`src/rtl/rv_wb_pkg.sv`:
```
// Shared types and helpers for the register-file writeback arbiter.
// Both requesters use a single request record type: destination register and data.
package rv_wb_pkg;

  localparam int unsigned XLEN       = 32;
  localparam int unsigned REG_ADDR_W = 5;

  typedef struct packed {
    logic [REG_ADDR_W-1:0] rd;
    logic [XLEN-1:0]       data;
  } wb_req_t;

  // x0 never produces a pending bit.
  function automatic logic [XLEN-1:0] onehot32(input logic [REG_ADDR_W-1:0] rd);
    logic [XLEN-1:0] oh;
    oh = '0;
    if (rd != '0) oh[rd] = 1'b1;
    return oh;
  endfunction

endpackage

```
`src/rtl/wb_fifo.sv`:
```
// Small synchronous FIFO of writeback requests. Every entry's valid bit and rd are
// visible so the owner can build a pending-write mask.
module wb_fifo
  import rv_wb_pkg::*;
#(
  parameter int unsigned DEPTH = 2
) (
  input  logic                                clk,
  input  logic                                rst_n,
  input  logic                                push,
  input  wb_req_t                             push_req,
  input  logic                                pop,
  output wb_req_t                             head,
  output logic                                full,
  output logic                                empty,
  output logic [DEPTH-1:0]                    ent_valid,
  output logic [DEPTH-1:0][REG_ADDR_W-1:0]    ent_rd
);

  localparam int unsigned AW = $clog2(DEPTH);

  logic [AW:0]             wptr_q, wptr_d;
  logic [AW:0]             rptr_q, rptr_d;
  logic [DEPTH-1:0]        valid_q, valid_d;
  wb_req_t [DEPTH-1:0]     mem_q;
  logic [AW-1:0]           widx, ridx;
  logic                    do_push, do_pop;

  assign widx  = wptr_q[AW-1:0];
  assign ridx  = rptr_q[AW-1:0];
  assign empty = (wptr_q == rptr_q);
  // Same slot, opposite lap: the writer has wrapped once more than the reader.
  assign full  = (wptr_q[AW] != rptr_q[AW]) && (widx == ridx);

  // A push while full is refused even if a pop frees a slot in the same cycle.
  assign do_push = push && !full;
  assign do_pop  = pop && !empty;

  always_comb begin
    wptr_d  = wptr_q + {{AW{1'b0}}, do_push};
    rptr_d  = rptr_q + {{AW{1'b0}}, do_pop};
    valid_d = valid_q;
    if (do_pop)  valid_d[ridx] = 1'b0;
    if (do_push) valid_d[widx] = 1'b1;
  end

  always_ff @(posedge clk or negedge rst_n) begin
    if (!rst_n) begin
      wptr_q  <= '0;
      rptr_q  <= '0;
      valid_q <= '0;
      mem_q   <= '0;
    end else begin
      wptr_q  <= wptr_d;
      rptr_q  <= rptr_d;
      valid_q <= valid_d;
      if (do_push) mem_q[widx] <= push_req;
    end
  end

  assign head      = mem_q[ridx];
  assign ent_valid = valid_q;

  always_comb begin
    for (int i = 0; i < int'(DEPTH); i++) begin
      ent_rd[i] = mem_q[i].rd;
    end
  end

endmodule

```
`src/rtl/regfile_wb_arbiter.sv`:
```
// Shares the register-file write port between the pipeline writeback (priority) and a
// buffered long-latency return path, with a starvation guard and a pending-write mask.
module regfile_wb_arbiter
  import rv_wb_pkg::*;
#(
  parameter int unsigned DEPTH      = 2,
  parameter int unsigned STARVE_MAX = 4
) (
  input  logic                  clk,
  input  logic                  rst_n,
  input  logic                  p_valid,
  output logic                  p_ready,
  input  logic [REG_ADDR_W-1:0] p_rd,
  input  logic [XLEN-1:0]       p_data,
  input  logic                  s_valid,
  output logic                  s_ready,
  input  logic [REG_ADDR_W-1:0] s_rd,
  input  logic [XLEN-1:0]       s_data,
  output logic                  rf_we,
  output logic [REG_ADDR_W-1:0] rf_a3,
  output logic [XLEN-1:0]       rf_wd3,
  output logic [XLEN-1:0]       pend_mask
);

  localparam int unsigned CW = $clog2(STARVE_MAX + 1);
  localparam logic [CW-1:0] StarveMax = CW'(STARVE_MAX);

  wb_req_t                          s_req, head, win_req;
  logic                             fifo_full, fifo_empty;
  logic [DEPTH-1:0]                 ent_valid;
  logic [DEPTH-1:0][REG_ADDR_W-1:0] ent_rd;
  logic                             force_head, grant_p, grant_s, grant;
  logic [CW-1:0]                    starve_q, starve_d;
  logic                             rf_we_q;
  logic [REG_ADDR_W-1:0]            rf_a3_q;
  logic [XLEN-1:0]                  rf_wd3_q;

  assign s_req = '{rd: s_rd, data: s_data};

  wb_fifo #(
    .DEPTH (DEPTH)
  ) u_fifo (
    .clk       (clk),
    .rst_n     (rst_n),
    .push      (s_valid),
    .push_req  (s_req),
    .pop       (grant_s),
    .head      (head),
    .full      (fifo_full),
    .empty     (fifo_empty),
    .ent_valid (ent_valid),
    .ent_rd    (ent_rd)
  );

  assign force_head = (starve_q == StarveMax) && !fifo_empty;
  assign grant_p    = p_valid && !force_head;
  // A push into an empty FIFO is only visible as head from the next cycle.
  assign grant_s    = !grant_p && !fifo_empty;
  assign grant      = grant_p || grant_s;
  assign win_req    = grant_p ? '{rd: p_rd, data: p_data} : head;

  assign p_ready = !force_head;
  assign s_ready = !fifo_full;

  always_comb begin
    starve_d = starve_q;
    if (fifo_empty || grant_s) begin
      starve_d = '0;
    end else if (starve_q != StarveMax) begin
      starve_d = starve_q + CW'(1);
    end
  end

  always_ff @(posedge clk or negedge rst_n) begin
    if (!rst_n) begin
      starve_q <= '0;
      rf_we_q  <= 1'b0;
      rf_a3_q  <= '0;
      rf_wd3_q <= '0;
    end else begin
      starve_q <= starve_d;
      rf_we_q  <= grant && (win_req.rd != '0);
      if (grant) begin
        rf_a3_q  <= win_req.rd;
        rf_wd3_q <= win_req.data;
      end
    end
  end

  assign rf_we  = rf_we_q;
  assign rf_a3  = rf_a3_q;
  assign rf_wd3 = rf_wd3_q;

  // Built from registered state only, so the hazard unit sees no path from the requesters.
  always_comb begin
    pend_mask = '0;
    for (int i = 0; i < int'(DEPTH); i++) begin
      if (ent_valid[i]) pend_mask = pend_mask | onehot32(ent_rd[i]);
    end
    if (rf_we_q) pend_mask = pend_mask | onehot32(rf_a3_q);
  end

endmodule

```
`config.mk`:
```
export PLATFORM = sky130hd
export DESIGN_NAME = regfile_wb_arbiter
export DESIGN_NICKNAME = d
export VERILOG_FILES = /design/src/rtl/rv_wb_pkg.sv /design/src/rtl/wb_fifo.sv /design/src/rtl/regfile_wb_arbiter.sv
export SDC_FILE = /design/constraint.sdc
export NUM_CORES = 1
export LEC_CHECK = 0
export ABC_AREA = 1
export BUFFER_PORTS_ARGS = -buffer_cell sky130_fd_sc_hd__buf_4
export CORE_ASPECT_RATIO = 0.75
export CORE_MARGIN = 10
export CORE_UTILIZATION = 45
export DETAILED_ROUTE_END_ITERATION = 16
export HOLD_SLACK_MARGIN = 0.12
export PLACE_DENSITY = 0.69
export SYNTH_ARGS = -nofsm -noshare
export SYNTH_HDL_FRONTEND = slang
export SYNTH_SLANG_ARGS = --single-unit
export TNS_END_PERCENT = 10
```
`constraint.sdc`:
```
create_clock -name clk -period 2.52 [get_ports clk]
set_input_delay 0.378 -clock clk [delete_from_list [all_inputs] [get_ports clk]]
set_output_delay 0.378 -clock clk [all_outputs]
set_load 0.02 [all_outputs]
```
==> load_flow_metrics.sql <==
INSERT INTO impl_metrics (metric_group, metric, value, unit) VALUES
('run_status', 'status', 'completed', ''),
('sta', 'final-setup-viol-count', '0', ''),
('pwr', 'powerDensity', '1400', 'mW/mm^2'),
('pwr', 'worst_ir_drop_vdd', '0.000684', 'V'),
('finish', 'design.final.nets', '896', ''),
('global_route', 'grt_pass1_wl', '30400', 'microns'),
('clocking', 'clkTransAtPathRegs', '0.06', 'ns'),
('job', 'maxCapViolCount', '0', ''),
('yosys', 'synth_cells', '659', ''),
('global_route', 'number_of_antenna_violations_at_the_first_check_in_global_routing', '1', ''),
('sta', 'timing.final.max_slew_violations', '0', ''),
('placed_design', 'dpl.cell_count', '968', ''),
('die', 'num_io_pins', '150', ''),
('sta', 'worst_slack', '0.200', 'ns'),
('die', 'die_y', '122', 'microns'),
('yosys', 'synthesis.yosys.warnings', '0', ''),
('yosys', 'number_of_enable_type_register_cells_in_the_synthesized_netlist', '0', ''),
('clocking', 'cts_made_buffers', '17', ''),
('placed_design', 'gpl.final_weighted_congestion', '0.868', ''),
('clocking', 'root_buffer', 'sky130_fd_sc_hd__clkbuf_16', ''),
('global_route', 'grt_util_all_layers', '19.9', '%'),
('yosys', 'mapped_nets', '742', ''),
('clocking', 'clock_tree_from_tritoncts', 'built', ''),
('clocking', 'cts_max_path_buffers', '2', ''),
('yosys', 'synth.cell_area', '0.00623', 'sq mm'),
('worst_hold_path', 'hp-class', 'in -> reg', ''),
('routing', 'post_drt_via_cell_ratio', '5.47', ''),
('routing', 'detailedRoute.firstPassIterationCount', '5', ''),
('global_route', 'grt_overflow_total', '0', ''),
('global_route', 'grt_max_degree', '59', ''),
('yosys', 'synth-async-reset-ratio', '100', '%'),
('finish', 'finish.cell_count_without_fillers', '1001', ''),
('sta', 'unrepaired_setup_endpoints_after_global_routing', 'no', ''),
('routing', 'post_detailed_route_wirelength_per_cell', '19.0', 'microns'),
('routing', 'num_vias', '5478', ''),
('yosys', 'synth_area_per_cell', '9.46', 'sq um'),
('placed_design', 'placedInstanceArea', '0.00763', 'sq mm'),
('sta', 'highest_clock_rate', '0.431', 'GHz'),
('finish', 'post_route_cells_drive_above_1_share', '37.3', '%'),
('pwr', 'total_power', '11.6', 'mW'),
('finish', 'post-route-util', '60.6', '%'),
('placed_design', 'hpwlAfterDp', '13600', 'microns'),
('die', 'die_width', '156', 'microns'),
('worst_setup_path', 'crit_path_start_kind', 'register', ''),
('yosys', 'synth_ff_type', 'sky130_fd_sc_hd__dfrtp_1', ''),
('pwr', 'leakage', '3.78', 'nW'),
('placed_design', 'dp_slack', '0.308', 'ns'),
('worst_setup_path', 'critical_path_class', 'reg -> out', ''),
('clocking', 'clkSinkCount', '121', ''),
('finish', 'n_diodes', '0', ''),
('finish', 'finish.instance_area', '0.00828', 'sq mm'),
('sta', 'max_slew_margin', '54.5', '%'),
('finish', 'mostFrequentLayoutCell', 'sky130_fd_sc_hd__buf_4', ''),
('clocking', 'clk_latency', '0.41', 'ns'),
('yosys', 'yosys_register_bits', '121', ''),
('sta', 'setup_total_neg_slack', '0', 'ns'),
('worst_setup_path', 'cp_data_arrival_time', '1.94', 'ns'),
('routing', 'totalWireLength', '19100', 'microns'),
('worst_setup_path', 'crit_path_max_fanout', '6', ''),
('die', 'initial_utilization', '45.7', '%'),
('routing', 'ant_nets', '0', ''),
('finish', 'syn2layout_area_growth', '32.8', '%'),
('clocking', 'htree_num_levels', '4', ''),
('global_route', 'grt_pass1_vias', '5662', ''),
('yosys', 'synth.yosys.seq_area_share', '48.6', '%'),
('sta', 'min_period', '2.32', 'ns'),
('routing', 'detail_route.iter0.violations', '365', ''),
('sta', 'finalHoldViolations', '0', ''),
('sta', 'period_share', '92.0', '%'),
('routing', 'detail_route.drc_violations', '0', ''),
('yosys', 'yosysUniqueCellTypes', '30', ''),
('sta', 'finalClockSkew', '0.0103', 'ns'),
('worst_setup_path', 'critical_path_required', '2.14', 'ns'),
('sta', 'fin_hold_ws', '0.189', 'ns'),
('die', 'floorplan.core_area', '0.0137', 'sq mm'),
('finish', 'layout.cells.most_common_list', 'sky130_fd_sc_hd__buf_4 (163), sky130_fd_sc_hd__nand2_1 (148), sky130_fd_sc_hd__dfrtp_1 (120)', ''),
('placed_design', 'portBuffers', '148', ''),
('worst_setup_path', 'worstSetupEndpointType', 'output port', ''),
('die', 'design.die.area', '0.0190', 'sq mm'),
('die', 'std_cell_rows', '37', ''),
('sta', 'worst-slew-pin-transition', '0.677', 'ns');
## area by class of cell
cell class / instances / area [sq um]
inverter: 40 / 153
multi-input combinational: 461 / 2850
sequential: 121 / 3030
clock inverter: 15 / 215
timing repair buffer: 172 / 1390
tap: 175 / 219
fill: 1135 / 5380
clock buffer: 17 / 425
## layer usage
layer  GRT usage (%)  vias to the layer above  routed length, microns
met2            29.8                      217                    8350
met4            4.00                        2                     106
li1                -                     2588                       -
met5               0                        -                      13
met3            7.50                       13                    1940
met1            27.1                     2658                    8650
## what timing repair did
item / CTS / global route
hold buffers: 1 / 0
endpoints found under the hold margin: 43 / 0
setup endpoints to repair: 3 / 0
resized for setup: 1 / 0
buffers inserted: 0 / 0
## final timing paths
check / startpoint / end / slack (ns) / depth (start not counted)
max reg2reg: u_fifo.rptr_q[0]$_DFF_PN0_ / u_fifo.mem_q[6]$_DFFE_PN0P_ / 0.52 / 8
min: s_rd[2] / u_fifo.ent_rd[2]$_DFFE_PN0P_ / 0.19 / 3
min reg2reg: starve_q[0]$_DFFE_PN0P_ / starve_q[0]$_DFFE_PN0P_ / 0.47 / 1
max: u_fifo.ent_rd[3]$_DFFE_PN0P_ / pend_mask[26] / 0.20 / 5
min in group asynchronous: rst_n / rf_wd3[27]$_DFFE_PN0P_ / 0.52 / 2
max in group asynchronous: rst_n / rf_wd3[10]$_DFFE_PN0P_ / 1.29 / 3
## where the power goes
group,internal [mW],switching [mW]
combinational,2.21,3.11
sequential,2.94,0.726
clock,1.67,0.937
total,6.83,4.77
## worst max-delay path: stages, from the launching register on
cell and delay, ns:
sky130_fd_sc_hd__dfrtp_1 0.44, sky130_fd_sc_hd__inv_1 0.13, sky130_fd_sc_hd__nor3_1 0.57, sky130_fd_sc_hd__nand2_1 0.11, sky130_fd_sc_hd__nand3_1 0.13, sky130_fd_sc_hd__buf_4 0.15
## kinds of logic after synthesis
kind of cell | count (synthesis) | share of synthesized area [%]
other | 1 | 0.0601
buffers and inverters | 77 | 6.02
and+or+nand+nor | 354 | 29.2
AOI/OAI and AO/OA | 34 | 3.13
muxes | 64 | 11.6
xor gates and xnor gates | 3 | 0.422
DFF | 121 | 48.6
adders and majority gates | 5 | 1.00
## sequential cells by signal (all words and copies together), names as in the netlist
signal,count
rf_wd3,32
u_fifo.mem_q,64
u_fifo.wptr_q,2
u_fifo.rptr_q,2
rf_a3,5
starve_q,3
u_fifo.ent_rd,10
u_fifo.ent_valid,2
rf_we,1
## synthesized netlist by cell type, types with 2 or more instances
| cell | n | share of area (%) |
|---|---|---|
| sky130_fd_sc_hd__nand2_8 | 3 | 0.96 |
| sky130_fd_sc_hd__o21ai_0 | 26 | 2.1 |
| sky130_fd_sc_hd__nand4_1 | 32 | 3.2 |
| sky130_fd_sc_hd__buf_8 | 2 | 0.48 |
| sky130_fd_sc_hd__nand3_1 | 97 | 7.8 |
| sky130_fd_sc_hd__buf_2 | 9 | 0.72 |
| sky130_fd_sc_hd__nand3_2 | 27 | 4.3 |
| sky130_fd_sc_hd__clkbuf_1 | 20 | 1.2 |
| sky130_fd_sc_hd__nor2_1 | 6 | 0.36 |
| sky130_fd_sc_hd__inv_1 | 38 | 2.3 |
| sky130_fd_sc_hd__nand2_4 | 3 | 0.54 |
| sky130_fd_sc_hd__buf_6 | 4 | 0.72 |
| sky130_fd_sc_hd__o221ai_1 | 4 | 0.56 |
| sky130_fd_sc_hd__nand2_1 | 148 | 8.9 |
| sky130_fd_sc_hd__mux2_2 | 64 | 12 |
| sky130_fd_sc_hd__ha_1 | 5 | 1.0 |
| sky130_fd_sc_hd__xor2_1 | 2 | 0.28 |
| sky130_fd_sc_hd__a22oi_1 | 2 | 0.24 |
| sky130_fd_sc_hd__o211ai_1 | 2 | 0.24 |
| sky130_fd_sc_hd__dfrtp_1 | 121 | 49 |
| sky130_fd_sc_hd__nor3_1 | 35 | 2.8 |
No activity file was read; power rests on OpenSTA's default activity.
